$ cat src/rtl/iob_div_pipe_pkg.sv
// Shared defaults and the stage-count helper for the pipelined divider.
package iob_div_pipe_pkg;

    localparam int DIV_DATA_W_DEF = 32;
    localparam int DIV_OPERS_DEF  = 8;

    function automatic int div_nstages(input int data_w, input int opers_per_stage);
        return data_w / opers_per_stage;
    endfunction

endpackage

$ cat src/rtl/iob_div_pipe_stage.sv
// OPERS_PER_STAGE chained restoring shift-subtract steps, purely combinational.
module iob_div_pipe_stage
    import iob_div_pipe_pkg::*;
#(
    parameter int DATA_W          = DIV_DATA_W_DEF,
    parameter int OPERS_PER_STAGE = DIV_OPERS_DEF
) (
    input  logic [DATA_W-1:0] div_i,
    input  logic [DATA_W-1:0] rem_i,
    input  logic [DATA_W-1:0] shreg_i,
    output logic [DATA_W-1:0] rem_o,
    output logic [DATA_W-1:0] shreg_o
);

    logic [DATA_W:0]   trial;
    logic [DATA_W-1:0] rem;
    logic [DATA_W-1:0] shreg;

    // shreg holds the unconsumed dividend bits at the top and the quotient bits at the bottom
    always_comb begin
        rem   = rem_i;
        shreg = shreg_i;
        trial = '0;
        for (int i = 0; i < OPERS_PER_STAGE; i++) begin
            trial = {rem, shreg[DATA_W-1]};
            shreg = shreg << 1;
            if (trial >= {1'b0, div_i}) begin
                rem      = trial[DATA_W-1:0] - div_i;
                shreg[0] = 1'b1;
            end else begin
                rem = trial[DATA_W-1:0];
            end
        end
    end

    assign rem_o   = rem;
    assign shreg_o = shreg;

endmodule

$ cat src/rtl/iob_div_pipe.sv
// Fully pipelined unsigned divider, one operand pair per clock, latency NSTAGES, no stall.
module iob_div_pipe
    import iob_div_pipe_pkg::*;
#(
    parameter int DATA_W          = DIV_DATA_W_DEF,
    parameter int OPERS_PER_STAGE = DIV_OPERS_DEF
) (
    input  logic              clk_i,
    input  logic              arst_i,
    input  logic [DATA_W-1:0] dividend_i,
    input  logic [DATA_W-1:0] divisor_i,
    output logic [DATA_W-1:0] quotient_o,
    output logic [DATA_W-1:0] remainder_o
);

    localparam int NSTAGES = div_nstages(DATA_W, OPERS_PER_STAGE);

    logic [DATA_W-1:0] div_in   [NSTAGES];
    logic [DATA_W-1:0] rem_in   [NSTAGES];
    logic [DATA_W-1:0] shreg_in [NSTAGES];
    logic              vld_in   [NSTAGES];
    logic [DATA_W-1:0] rem_nx   [NSTAGES];
    logic [DATA_W-1:0] shreg_nx [NSTAGES];
    logic [DATA_W-1:0] div_d    [NSTAGES];
    logic [DATA_W-1:0] rem_d    [NSTAGES];
    logic [DATA_W-1:0] shreg_d  [NSTAGES];
    logic [DATA_W-1:0] div_q    [NSTAGES];
    logic [DATA_W-1:0] rem_q    [NSTAGES];
    logic [DATA_W-1:0] shreg_q  [NSTAGES];
    logic              vld_q    [NSTAGES];

    for (genvar k = 0; k < NSTAGES; k++) begin : g_stage
        if (k == 0) begin : g_load
            assign div_in[k]   = divisor_i;
            assign rem_in[k]   = '0;
            assign shreg_in[k] = dividend_i;
            assign vld_in[k]   = 1'b1;
        end else begin : g_chain
            assign div_in[k]   = div_q[k-1];
            assign rem_in[k]   = rem_q[k-1];
            assign shreg_in[k] = shreg_q[k-1];
            assign vld_in[k]   = vld_q[k-1];
        end

        iob_div_pipe_stage #(
            .DATA_W          (DATA_W),
            .OPERS_PER_STAGE (OPERS_PER_STAGE)
        ) u_stage (
            .div_i   (div_in[k]),
            .rem_i   (rem_in[k]),
            .shreg_i (shreg_in[k]),
            .rem_o   (rem_nx[k]),
            .shreg_o (shreg_nx[k])
        );

        // Post-reset bubbles travel as zeros so the outputs read 0 until real data arrives
        assign div_d[k]   = vld_in[k] ? div_in[k]   : '0;
        assign rem_d[k]   = vld_in[k] ? rem_nx[k]   : '0;
        assign shreg_d[k] = vld_in[k] ? shreg_nx[k] : '0;

        always_ff @(posedge clk_i or posedge arst_i) begin
            if (arst_i) begin
                vld_q[k]   <= 1'b0;
                div_q[k]   <= '0;
                rem_q[k]   <= '0;
                shreg_q[k] <= '0;
            end else begin
                vld_q[k]   <= vld_in[k];
                div_q[k]   <= div_d[k];
                rem_q[k]   <= rem_d[k];
                shreg_q[k] <= shreg_d[k];
            end
        end
    end

    assign quotient_o  = shreg_q[NSTAGES-1];
    assign remainder_o = rem_q[NSTAGES-1];

endmodule

$ cat config.mk
export PLATFORM = sky130hd
export DESIGN_NAME = iob_div_pipe
export DESIGN_NICKNAME = d
export VERILOG_FILES = /design/src/rtl/iob_div_pipe_pkg.sv /design/src/rtl/iob_div_pipe_stage.sv /design/src/rtl/iob_div_pipe.sv
export SDC_FILE = /design/constraint.sdc
export NUM_CORES = 2
export LEC_CHECK = 0
export BUFFER_PORTS_ARGS = -buffer_cell sky130_fd_sc_hd__clkbuf_2
export CAP_MARGIN = 20
export CORE_ASPECT_RATIO = 1.4
export CORE_MARGIN = 2
export CORE_UTILIZATION = 46
export DETAILED_ROUTE_END_ITERATION = 7
export PLACE_DENSITY = 0.67
export RECOVER_POWER = 100
export SETUP_SLACK_MARGIN = 0.15
export SLEW_MARGIN = 20
export SYNTH_ARGS = -nofsm -noshare
export SYNTH_HDL_FRONTEND = slang
export SYNTH_HIERARCHICAL = 1
export SYNTH_SLANG_ARGS = --single-unit
$ cat constraint.sdc
create_clock -name clk_i -period 34.1 [get_ports clk_i]
set_input_delay 5.115 -clock clk_i [delete_from_list [all_inputs] [get_ports clk_i]]
set_output_delay 5.115 -clock clk_i [all_outputs]
set_load 0.02 [all_outputs]
======== Word level (Yosys, flattened, before mapping) ========
Cells that the tools add are included.
word-level totals
  register bits ........................... 355
  output and inout bits ................... 64
cells by class
  $add $sub $neg .......................... 32
  $lt $le $gt $ge ......................... 32
  multiplexer cells ....................... 72
operators by type and width
  cell                            number
  2-to-1 mux 32 bit               40
  >= comparator 33 x 32 -> 1 bit  31
  subtractor 32 bit               31
  >= comparator 1 x 32 -> 1 bit   1
  2-to-1 mux 1 bit                32
  subtractor 1 x 32 -> 32 bit     1

======== Depth between registers and ports, before layout ========
  depth after elaboration ................. 17
  mapped depth ............................ 132

======== By module ========
Netlist, hierarchy kept.
modules (own cells, without submodules)
  module                                        times used  cells an instance  area an instance (µm²)  sequential area each (µm²)
  iob_div_pipe_stage at g_stage[0].u_stage ...  2           2238               15915.3                 0.0
  iob_div_pipe_stage at g_stage[1].u_stage      1           2129               15735.1                 0.0
  iob_div_pipe_stage at g_stage[3].u_stage      1           2168               15506.1                 0.0
  iob_div_pipe                                  1           640                10689.0                 8883.5

======== Worst setup path after synthesis ========
Ideal clock, no wire load.
  path kind ............................... input to register
  start ................................... in divisor_i[22]
  end ..................................... reg rem_q, in the netlist rem_in[65]
  library setup time ...................... 0.128 ns
  arrival ................................. 28.612 ns
  setup slack ............................. 5.361 ns
  stages .................................. 125
  buffers on the path ..................... 17
  cell sequence ........................... inv_1 > ha_1 > clkbuf_1 > nand2_1 > or3_4 > nand4b_1 > o2111ai_2 > and2_4 > nor2_2 > clkbuf_1 > clkbuf_1 > buf_1 > o21ai_0 > ha_1 > nand3_1 > nor4_1 > o211ai_1 > a31oi_1 > [... 89 more ...] > inv_2 > buf_4 > mux2_1 > ha_1 > inv_1 > o21bai_1 > a21oi_1 > o31ai_1 > a41oi_1 > a2111oi_0 > a311oi_1 > o21ai_1 > a221oi_1 > o21ai_1 > a211oi_2 > a21o_1 > buf_4 > mux2_1
RTL lines
  element                          RTL line            source
  from (decl)                      iob_div_pipe.sv:11  input logic [DATA_W-1:0] divisor_i,
  to (signal, indexed assignment)  iob_div_pipe.sv:70  rem_q[k] <= rem_d[k];
  to (decl)                        iob_div_pipe.sv:28  logic [DATA_W-1:0] rem_q [NSTAGES];

==> flow_summary.json <==
{
  "die_h_microns": 478,
  "cp_max_fo": 50,
  "synth_area_sq_mm": 0.0738,
  "drc_errors": 0,
  "hold_ws_ns": 0.452,
  "fin_skew_ns": 0.0320,
  "yosys_warnings": 6,
  "synth.avg_cell_area_sq_um": 7.84,
  "hold_viol": 0,
  "grt_pass1_wl_microns": 390000,
  "drv_cap": 9,
  "viasPerCell": 6.16,
  "fin_nets": 10579,
  "ant_nets": 0,
  "rows": 173,
  "place_congestion": 0.995,
  "synthCells": 9413,
  "fmax_mhz": 30.9,
  "pre_cts_ws_ns": 0.860,
  "required_ns": 34.61,
  "async_flop_share_pct": 100,
  "maxSlewViolCount": 605,
  "synth_cell_types": 124,
  "setup_tns_ns": 0,
  "path_class": "flop to flop",
  "synth_top_area_share_pct": 17.4,
  "ios": 130,
  "slowest_delay_ns": 0.57,
  "slew_headroom_pct": -155,
  "synth_seq_area_share_pct": 12.0,
  "die_w_microns": 342,
  "start_util_pct": 46.4,
  "synth_area_leaders": "ha_1, dfrtp_1, mux2_2",
  "period_share_pct": 94.8,
  "cts_tree": "built",
  "fill_cells": 15850,
  "status": "finished, violations left",
  "ys_ff_latch": 355,
  "htree_levels": 2,
  "utilization_pct": 48.9,
  "io_buffers": 129,
  "grt_max_degree": 89,
  "tightest_slew_ns": 3.83,
  "slowest_stage": "nor4b_2",
  "track_usage_pct": 30.1,
  "layout-drive-gt1-share_pct": 9.50,
  "place_hpwl_microns": 212000,
  "drt_iter0_markers": 5553,
  "insertion_delay_ns": 0.65,
  "synthFlopType": "dfrtp_1",
  "setup_slack_ns": 1.78,
  "end_kind": "flop",
  "clkSinkCount": 355,
  "synth_top_area_cell": "ha_1",
  "min_path_type": "flop to flop",
  "first_global_vias": 68786,
  "clockBufferDepth": 3,
  "area_delta_synth_final_pct": 5.44,
  "grt.overflow.total": 0,
  "period_minus_slack_ns": 32.32,
  "seqCellArea_sq_mm": 0.00888,
  "crit_path_start_kind": "flop",
  "multi_input_area_sq_mm": 0.0615,
  "cts_buffers": 42,
  "first_pass_iters": 6,
  "synth-edff-count": 0,
  "crit_arrival_ns": 32.83,
  "path_clk_slew_ns": 0.06,
  "die-area_sq_mm": 0.164,
  "cts_root_buffer": "clkbuf_16",
  "setup_viol": 0,
  "rsz0062_at_grt": "yes",
  "core-area_sq_mm": 0.159,
  "routedWlPerCell_microns": 22.1,
  "vias": 71359,
  "wirelength_microns": 256000,
  "violations": "capacitance limit, slew limit",
  "antenna_found_initial": 16
}
==> layout make-up <==
type | instances | area share [%]
clock buffers | 52 | 1.49
diodes | 4 | 0.0129
flip-flops and latches | 355 | 11.4
multi-input cells | 8306 | 79.1
inverters | 517 | 2.53
repair buffers | 234 | 1.66
clock inverters | 23 | 0.407
repair inverters | 1 | 0.00644
well taps | 2100 | 3.38
==> cell usage after synthesis, types with 26 or more instances <==
| cell type | instances |
|---|---|
| nand3_1 | 210 |
| a2111oi_0 | 27 |
| inv_1 | 495 |
| fa_1 | 32 |
| a21boi_0 | 58 |
| a21oi_1 | 912 |
| nand2b_1 | 133 |
| nor2_1 | 628 |
| nand2_1 | 646 |
| clkbuf_1 | 84 |
| a211oi_1 | 78 |
| mux2_2 | 472 |
| nor2b_1 | 137 |
| o21ai_0 | 545 |
| o31ai_1 | 73 |
| o21ai_1 | 42 |
| o221ai_1 | 36 |
| and3_1 | 85 |
| a211o_1 | 29 |
| o31a_1 | 32 |
| mux2i_1 | 75 |
| o211ai_1 | 88 |
| a21o_1 | 367 |
| dfrtp_1 | 355 |
| a31oi_1 | 92 |
| nor4_1 | 56 |
| xor2_1 | 259 |
| a221o_1 | 26 |
| buf_2 | 64 |
| xnor2_1 | 559 |
| or3_1 | 54 |
| mux2_4 | 32 |
| nand4_1 | 139 |
| nor3_1 | 170 |
| o21bai_1 | 131 |
| mux2_1 | 50 |
| o21a_1 | 145 |
| and2_1 | 325 |
| or2_2 | 52 |
| ha_1 | 1024 |
| buf_4 | 110 |
==> state kept, by name, summed over array words and instances, names as in the netlist <==
name	cells
rem_in	96
div_in	96
vld_in	3
remainder_o	32
quotient_o	32
shreg_in	96
==> worst max-delay path: cells and delay by family, from the launching register on <==
family                   cells  cell delay [ns]
AO/OA/AOI/OAI               68            18.84
AND/OR/NAND/NOR             17             4.22
buffers and inverters       13             3.72
adder cells (fa/ha/maj)      8             2.73
multiplexers                 5             2.13
flip-flops                   1             0.44
==> kinds of logic (layout without fill, tap and decap cells) <==
kind of cell | after synthesis | after routing | synth area share [%]
AOI/OAI and AO/OA | 2971 | 2971 | 26.3
and+or+nand+nor | 2758 | 2758 | 18.8
adders and majority gates | 1056 | 1056 | 18.2
buffers and inverters | 820 | 827 | 5.05
xor gates and xnor gates | 818 | 818 | 9.71
muxes | 633 | 633 | 9.76
DFF | 355 | 355 | 12.0
other | 2 | 74 | 0.0102
==> cells in the final DEF (no fill, tap or decap), types with 355 or more instances in the layout <==
cell and instances:
ha_1 1024, dfrtp_1 355, a21o_1 366, xnor2_1 559, nor2_1 628, a21oi_1 912
nand2_1 646, o21ai_0 542, mux2_2 466, inv_1 493
==> per-layer routing <==
metal / global-route usage [%] / wire length, microns / up-vias
met2: 52.7 / 123000 / 2239
met4: 12.8 / 12100 / 4
li1: - / - / 34651
met3: 2.30 / 13300 / 554
met5: 0 / 22 / -
met1: 37.6 / 107000 / 33911
==> stage by stage <==
stage / instances / area [sq um]
5_1_grt: 11590 / 77800
3_5_place_dp: 11504 / 76300
4_1_cts: 11579 / 77800
6_report: 11592 / 77800
2_1_floorplan: 9481 / 74000
3_3_place_gp: 11504 / 76300
==> what timing repair did <==
item,4_1_cts,5_1_grt
gates resized for setup,0,27
endpoints found under the setup margin,0,99
hold buffers,0,0
buffers inserted,0,8
==> path summary, 6_finish.rpt <==
path,startpoint,end,slack (ns),cells after the start
worst max-delay path,div_in[82],rem_in[43],1.78,111
worst min register to register,shreg_in[2],quotient_o[10],0.45,1
min in group asynchronous,arst_i,shreg_in[91],5.50,2
max in group asynchronous,arst_i,div_in[93],19.33,5
worst min-delay path,shreg_in[2],quotient_o[10],0.45,1
worst max register to register,div_in[82],rem_in[43],1.78,111
Power is not shown: default switching activity piles up to over one toggle a cycle in this logic, so the estimate is an artifact.
